File: src/rtl/spi_slave_core.sv
// spi_slave_core: SPI responder with SCK/MOSI/SS synchronised into PCLK and valid/ready byte interfaces
//   Optional feature macro SPI_SLV_RXFIFO_EN: RX storage becomes a FIFO_DEPTH-entry FIFO (else one holding register).
//   Ports: PCLK/PRESET clock and asynchronous active-high reset; CPOL/CPHA mode, latched at SS fall;
//   SCK/MOSI/SS in, MISO/MISO_OE out; TXDATA/TXVALID/TXREADY transmit holding register;
//   RXDATA/RXVALID/RXREADY receive storage; RXOVR/TXUND one-cycle error pulses; BUSY while selected.
module spi_slave_core #(
  parameter int DW = 8,
  parameter int FIFO_DEPTH = 4
) (
  input  logic          PCLK,
  input  logic          PRESET,
  input  logic          CPOL,
  input  logic          CPHA,
  input  logic          SCK,
  input  logic          MOSI,
  input  logic          SS,
  output logic          MISO,
  output logic          MISO_OE,
  input  logic [DW-1:0] TXDATA,
  input  logic          TXVALID,
  output logic          TXREADY,
  output logic [DW-1:0] RXDATA,
  output logic          RXVALID,
  input  logic          RXREADY,
  output logic          RXOVR,
  output logic          TXUND,
  output logic          BUSY
);
  localparam int CW = $clog2(DW);
  localparam logic [CW-1:0] LAST = CW'(DW - 1);
  typedef enum logic {IDLE, ACTIVE} state_t;
  state_t state, state_nx;
  logic [1:0] sck_s, mosi_s, ss_s;
  logic sck_d, ss_d, cpol_l, cpha_l, drv, hold_full;
  logic [DW-1:0] tx_shift, rx_shift, tx_hold, rx_nx;
  logic [CW-1:0] bit_cnt;
  logic ss_fall, ss_rise, act, rise, fall, lead, trail, samp, shft;
  logic push, start, reload, consume, load, pop, wr;
  assign ss_fall = ss_d & ~ss_s[1];
  assign ss_rise = ~ss_d & ss_s[1];
  assign rise = ~sck_d & sck_s[1];
  assign fall = sck_d & ~sck_s[1];
  assign act = state == ACTIVE && !ss_rise;
  assign lead = act && (cpol_l ? fall : rise);
  assign trail = act && (cpol_l ? rise : fall);
  assign samp = cpha_l ? trail : lead;
  assign shft = cpha_l ? lead : trail;
  assign push = samp && bit_cnt == LAST;
  assign start = state == IDLE && ss_fall;
  // CPHA=0 reloads on the trailing edge that follows the wrap; CPHA=1 reloads at the last sample
  assign reload = cpha_l ? push : trail && bit_cnt == '0;
  assign consume = start || reload;
  assign load = TXVALID && !hold_full;
  assign pop = RXVALID && RXREADY;
  assign rx_nx = {rx_shift[DW-2:0], mosi_s[1]};
  assign BUSY = state == ACTIVE;
  assign MISO_OE = BUSY;
  // CPHA=1 holds MISO low until the first leading edge of the selection
  assign MISO = BUSY && (!cpha_l || drv) && tx_shift[DW-1];
  assign TXREADY = !hold_full;
  always_ff @(posedge PCLK or posedge PRESET)
    if (PRESET) state <= IDLE;
    else state <= state_nx;
  always_comb state_nx = state == IDLE ? (ss_fall ? ACTIVE : IDLE) : (ss_rise ? IDLE : ACTIVE);
  always_ff @(posedge PCLK or posedge PRESET)
    if (PRESET) begin
      sck_s <= '0;
      mosi_s <= '0;
      ss_s <= '0;
      sck_d <= 1'b0;
      ss_d <= 1'b0;
      cpol_l <= 1'b0;
      cpha_l <= 1'b0;
      drv <= 1'b0;
      hold_full <= 1'b0;
      tx_hold <= '0;
      tx_shift <= '0;
      rx_shift <= '0;
      bit_cnt <= '0;
      RXOVR <= 1'b0;
      TXUND <= 1'b0;
    end else begin
      sck_s <= {sck_s[0], SCK};
      mosi_s <= {mosi_s[0], MOSI};
      ss_s <= {ss_s[0], SS};
      sck_d <= sck_s[1];
      ss_d <= ss_s[1];
      if (start) begin
        cpol_l <= CPOL;
        cpha_l <= CPHA;
      end
      drv <= (start || ss_rise) ? 1'b0 : (drv || lead);
      if (start || ss_rise) bit_cnt <= '0;
      else if (samp) bit_cnt <= push ? '0 : bit_cnt + 1'b1;
      if (samp) rx_shift <= rx_nx;
      // the first CPHA=1 leading edge of a frame presents the MSB instead of shifting it out
      if (consume) tx_shift <= hold_full ? tx_hold : '0;
      else if (shft && !(cpha_l && bit_cnt == '0)) tx_shift <= tx_shift << 1;
      if (load) tx_hold <= TXDATA;
      hold_full <= load || (hold_full && !consume);
      TXUND <= consume && !hold_full;
      RXOVR <= push && !wr;
    end
`ifdef SPI_SLV_RXFIFO_EN
  localparam int AW = $clog2(FIFO_DEPTH);
  localparam int NW = AW + 1;
  logic [DW-1:0] mem [FIFO_DEPTH];
  logic [AW-1:0] wp, rp;
  logic [NW-1:0] cnt;
  assign wr = push && (cnt != NW'(FIFO_DEPTH) || pop);
  assign RXVALID = cnt != '0;
  assign RXDATA = mem[rp];
  always_ff @(posedge PCLK or posedge PRESET)
    if (PRESET) begin
      mem <= '{default: '0};
      wp <= '0;
      rp <= '0;
      cnt <= '0;
    end else begin
      if (wr) begin
        mem[wp] <= rx_nx;
        wp <= wp + 1'b1;
      end
      if (pop) rp <= rp + 1'b1;
      cnt <= cnt + NW'(wr) - NW'(pop);
    end
`else
  assign wr = push && (!RXVALID || RXREADY);
  always_ff @(posedge PCLK or posedge PRESET)
    if (PRESET) begin
      RXVALID <= 1'b0;
      RXDATA <= '0;
    end else begin
      RXVALID <= wr || (RXVALID && !pop);
      if (wr) RXDATA <= rx_nx;
    end
`endif
endmodule

File: config.mk
export PLATFORM = sky130hd
export DESIGN_NAME = spi_slave_core
export DESIGN_NICKNAME = d
export VERILOG_FILES = /design/src/rtl/spi_slave_core.sv
export SDC_FILE = /design/constraint.sdc
export NUM_CORES = 1
export LEC_CHECK = 0
export CORE_MARGIN = 2
export CORE_UTILIZATION = 55
export CTS_CLUSTER_DIAMETER = 120
export CTS_CLUSTER_SIZE = 12
export DETAILED_ROUTE_END_ITERATION = 8
export GPL_TIMING_DRIVEN = 0
export PLACE_DENSITY_LB_ADDON = 0.1
export SYNTH_ARGS = -nofsm -noshare
export SYNTH_HDL_FRONTEND = slang
export SYNTH_SLANG_ARGS = --single-unit
File: constraint.sdc
create_clock -name PCLK -period 4.9 [get_ports PCLK]
set_clock_uncertainty 0.2 [all_clocks]
set_input_delay 0.49 -clock PCLK [delete_from_list [all_inputs] [get_ports PCLK]]
set_output_delay 0.49 -clock PCLK [all_outputs]
set_load 0.03 [all_outputs]
## Yosys cells after proc, flatten, opt, wreduce, memory -nomap -nowiden

Index checks and enable logic that the tools add are counted.

- Equal/unequal tests: 1
- Reduce and logical (&&, ||, !) cells: 35
- Magnitude comparators: 0
- Div/mod/pow operators: 0
- Add/subtract/negate cells: 1
- Bitwise operators: 9
- Mux-type cells: 15
- Multipliers: 0
- Shift-type cells: 0

Operators with widths:

| cell | number |
|---|---|
| 2-to-1 mux 8 bit | 3 |
| logical AND 1 bit | 17 |
| 2-to-1 mux 1 bit | 9 |
| 2-to-1 mux 3 bit | 3 |
| zero test 1 bit | 8 |
| logical OR 1 bit | 7 |
| NOT 1 bit | 5 |
| bitwise AND 1 bit | 4 |
| nonzero test 2 bit | 2 |
| adder 3 x 1 -> 3 bit, second input constant | 1 |
| == test 3 bit, second input constant | 1 |
| zero test 3 bit | 1 |

- Memories kept: 0
- Word-level logic and storage cells: 79
- Bits in latches: 0
- Bits in writable memories: 0
- Bits in registers: 50
- Memory bits (read-only): 0

## Longest topological paths before layout

- Word-level depth: 12
- Depth in mapped cells: 8
- Gate-level depth less buffers: 7

## Worst setup path before layout

OpenSTA, ideal clock, no wires.

- Kind: register to output
- From: register state, in the netlist BUSY
- To: output port MISO
- Arrival time: 1.283 ns
- Setup slack: 2.927 ns
- Cell stages (with the launch flop): 4
- Cells stage by stage: dfrtp_1 -> buf_2 -> nand2_1 -> a21oi_1

- Longest elaborated chain between the ends: 2

Ends and longest elaborated chain:

| element | RTL line | source |
|---|---|---|
| start, declared | 32 | `state_t state, state_nx;` |
| start signal, assigned | 63 | `else state <= state_nx;` |
| logical AND 1 bit (2 in a row) | 59 | `assign MISO = BUSY && (!cpha_l \|\| drv) && tx_shift[DW-1];` |
| end, declared | 17 | `output logic MISO,` |

Every way passes these cells.

## Final worst setup path

Ends and elaborated chain as after synthesis.

==> run metrics <==
Main synth FF type dfrtp_1; crit path kind reg2out; final WL 3469 um; #FFs+latches synth 50; Core Rows 22; final-report setup violation count 0; Worst-path clk slew 80 ps; post-route minimum period 2436 ps; Post-synth ARST share 1.000; synthesized instance count 169; slowest cell on the critical path clkdlybuf4s50_1; Max Freq 0.4105 GHz; CTS root buf clkbuf_8; Crit path max-delay family buffers and inverters; outcome finished clean; PwrDens 424.5 mW/mm^2; post-synthesis sequential area ratio 0.5924; htree depth 2; fin cells 257; Worst-Margin Slew 480.5 ps; Mean Syn Cell Area 12.50 sq um; number of remaining DRC errors 0; largest net degree at the start of global routing 37; 1st-iter DRT viols 65; synth warn 0; die height 65.97 um; CP endpoint kind primary output; leading post-synthesis cells by cell area dfrtp_1 (59%), mux2_2 (8.0%), mux2_4 (5.7%); Nets 228; Netlist cell types 29; Hold Buf Count CTS 0; die width 65.97 um; hold slack 152.5 ps; Syn Nets 189; port bufs 31; die area 0.004352 sq mm; Max clock buf depth 2; share of cells above drive strength 1 0.2057; final setup TNS 0 ps; placed insts 249; Via Count 1363; crit path DAT 1750 ps; Filler cells 284; core area 0.003689 sq mm; Synth top area share 0.5924; DR vias/cell 5.304; maxcap violations 0; CP required 4210 ps; worst skew pair latency 300 ps; antenna violations before repair 0; crit start category flip-flop; Setup Buffers After CTS 0; maximum VDD drop 0.0002816 V; CTS buffer count 5; multi-input logic area 787.0 sq um; Worst Hold Class reg2reg; Final Max Slew Viols 0; final hold vios 0; unrepaired setup endpoints after global routing false; Routed WL per cell 13.50 um; Initial Util 0.5726; Core Util, Final 0.7032; Seq. cell area 0.001251 sq mm; Post-synth EDFFs 0; Post-Syn Area 0.002112 sq mm; diode count 0; vias in the first global route 1368; first-pass GRT wire length 6106 um; crit-path max FO 9; Post-DRT Antenna Nets 0; Total Routing Usage GR 0.1858; most frequent cells after synthesis dfrtp_1 (50), nand2_1 (21), mux2_2 (15); DRT Pass-1 Iters 4; Post-DP HPWL 2547 um; max_slew headroom 0.6797; count leader, synth dfrtp_1; CTS tree yes; clk sink count 50; CP Cell Sequence buf_2, nand2_1, a21oi_1, clkdlybuf4s50_1; post-synthesis cell type with the largest combined area dfrtp_1; Final period util 0.4972; area delta synth->final 22.81%; CP peak stage delay 680 ps; Overflow after GRT 0; # IOs 32; Post-CTS Resized 0; Final Wtd Congestion 0.8171; CP Buf/Inv Count 2; LEAKAGE 1.182 nW
==> final timing paths <==
check                      startpoint     endpoint  slack [ps]  depth (start not counted)
max reg2reg                bit_cnt[0]  tx_shift[5]        2640                          8
min                         mosi_s[0]    mosi_s[1]         150                          0
min reg2reg                 mosi_s[0]    mosi_s[1]         150                          0
min in group asynchronous      PRESET   tx_hold[3]         260                          2
max in group asynchronous      PRESET    RXDATA[7]        3760                          3
max                              BUSY         MISO        2460                          4
==> layer usage <==
layer / vias to the layer above / track usage / share of wire
li1: 654 / - / -
met1: 664 / 0.2350 / 0.45
met2: 37 / 0.3093 / 0.49
met3: 8 / 0.05622 / 0.049
met4: 0 / 0.05357 / 0.016
met5: - / 0 / 0
==> layout make-up <==
type	count	area share
Tap cell	48	0.02315
Multi-Input combinational cell	105	0.3034
Sequential cell	50	0.4824
Clock buffer	7	0.03329
Buffer	8	0.01978
Inverter	6	0.008683
Timing Repair Buffer	32	0.1274
Clock inverter	1	0.001930
==> power by group <==
group          leakage [nW]  internal (mW)  switching (mW)
sequential            0.619          0.521          0.0703
combinational         0.515          0.139           0.129
clock                0.0482          0.114           0.127
total                  1.18          0.775           0.326
==> cell usage in the layout, fill, tap and decap left out <==
cell type        synthesis  final
o2111ai_1                2      2
ha_1                     3      3
inv_2                    0      1
o22ai_1                  1      1
buf_12                   0      1
nor2b_1                  3      3
a21oi_2                  1      1
o211a_1                  1      1
nand2b_1                 4      4
buf_4                    3      3
nor2_1                  14     14
a21o_1                   1      1
clkbuf_1                 2      3
o21ai_2                  1      1
and3b_1                  2      2
mux2_4                   8      8
mux2_2                  15     15
a21oi_1                  2      2
o21ai_0                  2      2
or3b_2                   1      1
buf_6                    1      1
a31oi_1                  7      7
buf_2                    2      2
mux2i_1                  3      3
clkdlybuf4s50_1          0     31
o211ai_2                 2      2
clkinv_2                 0      1
and3_1                   1      1
nor3b_1                  3      3
clkbuf_8                 0      6
nand2_1                 21     21
dfrtp_1                 50     50
inv_1                    6      5
nand3b_1                 7      7
==> metrics by stage <==
step                      cell area (sq um)  worst slack, ps  power [mW]
after floorplan                        2112             2927      0.7808
after global placement                 2482             2155      0.8446
after detailed placement               2502             2682      0.8692
after CTS                              2594             2457       1.109
after global routing                   2594             2398       1.173
final                                  2594             2464       1.101
==> cell families after synthesis <==
| logic type | synth area share |
|---|---|
| simple gates | 0.1339 |
| fa+ha+maj | 0.01777 |
| mux | 0.1511 |
| buf+inv | 0.03495 |
| flops | 0.5924 |
| compound gates | 0.06991 |
==> flip-flops by register name (all words and copies together), names as in the netlist <==
signal	count
RXOVR	1
tx_shift	8
tx_hold	8
RXVALID	1
BUSY	1
mosi_s	2
hold_full	1
cpol_l	1
rx_shift	7
ss_s	2
sck_d	1
TXUND	1
cpha_l	1
ss_d	1
drv	1
RXDATA	8
sck_s	2
bit_cnt	3
==> worst register-to-register path, cell delays in order (launching register included) <==
cell,delay [ps]
dfrtp_1,430
ha_1,230
ha_1,260
nand2_1,90
o21ai_0,100
a21oi_2,310
buf_2,280
nand2_1,90
a31oi_1,180
No activity file was read; power rests on OpenSTA's default activity.
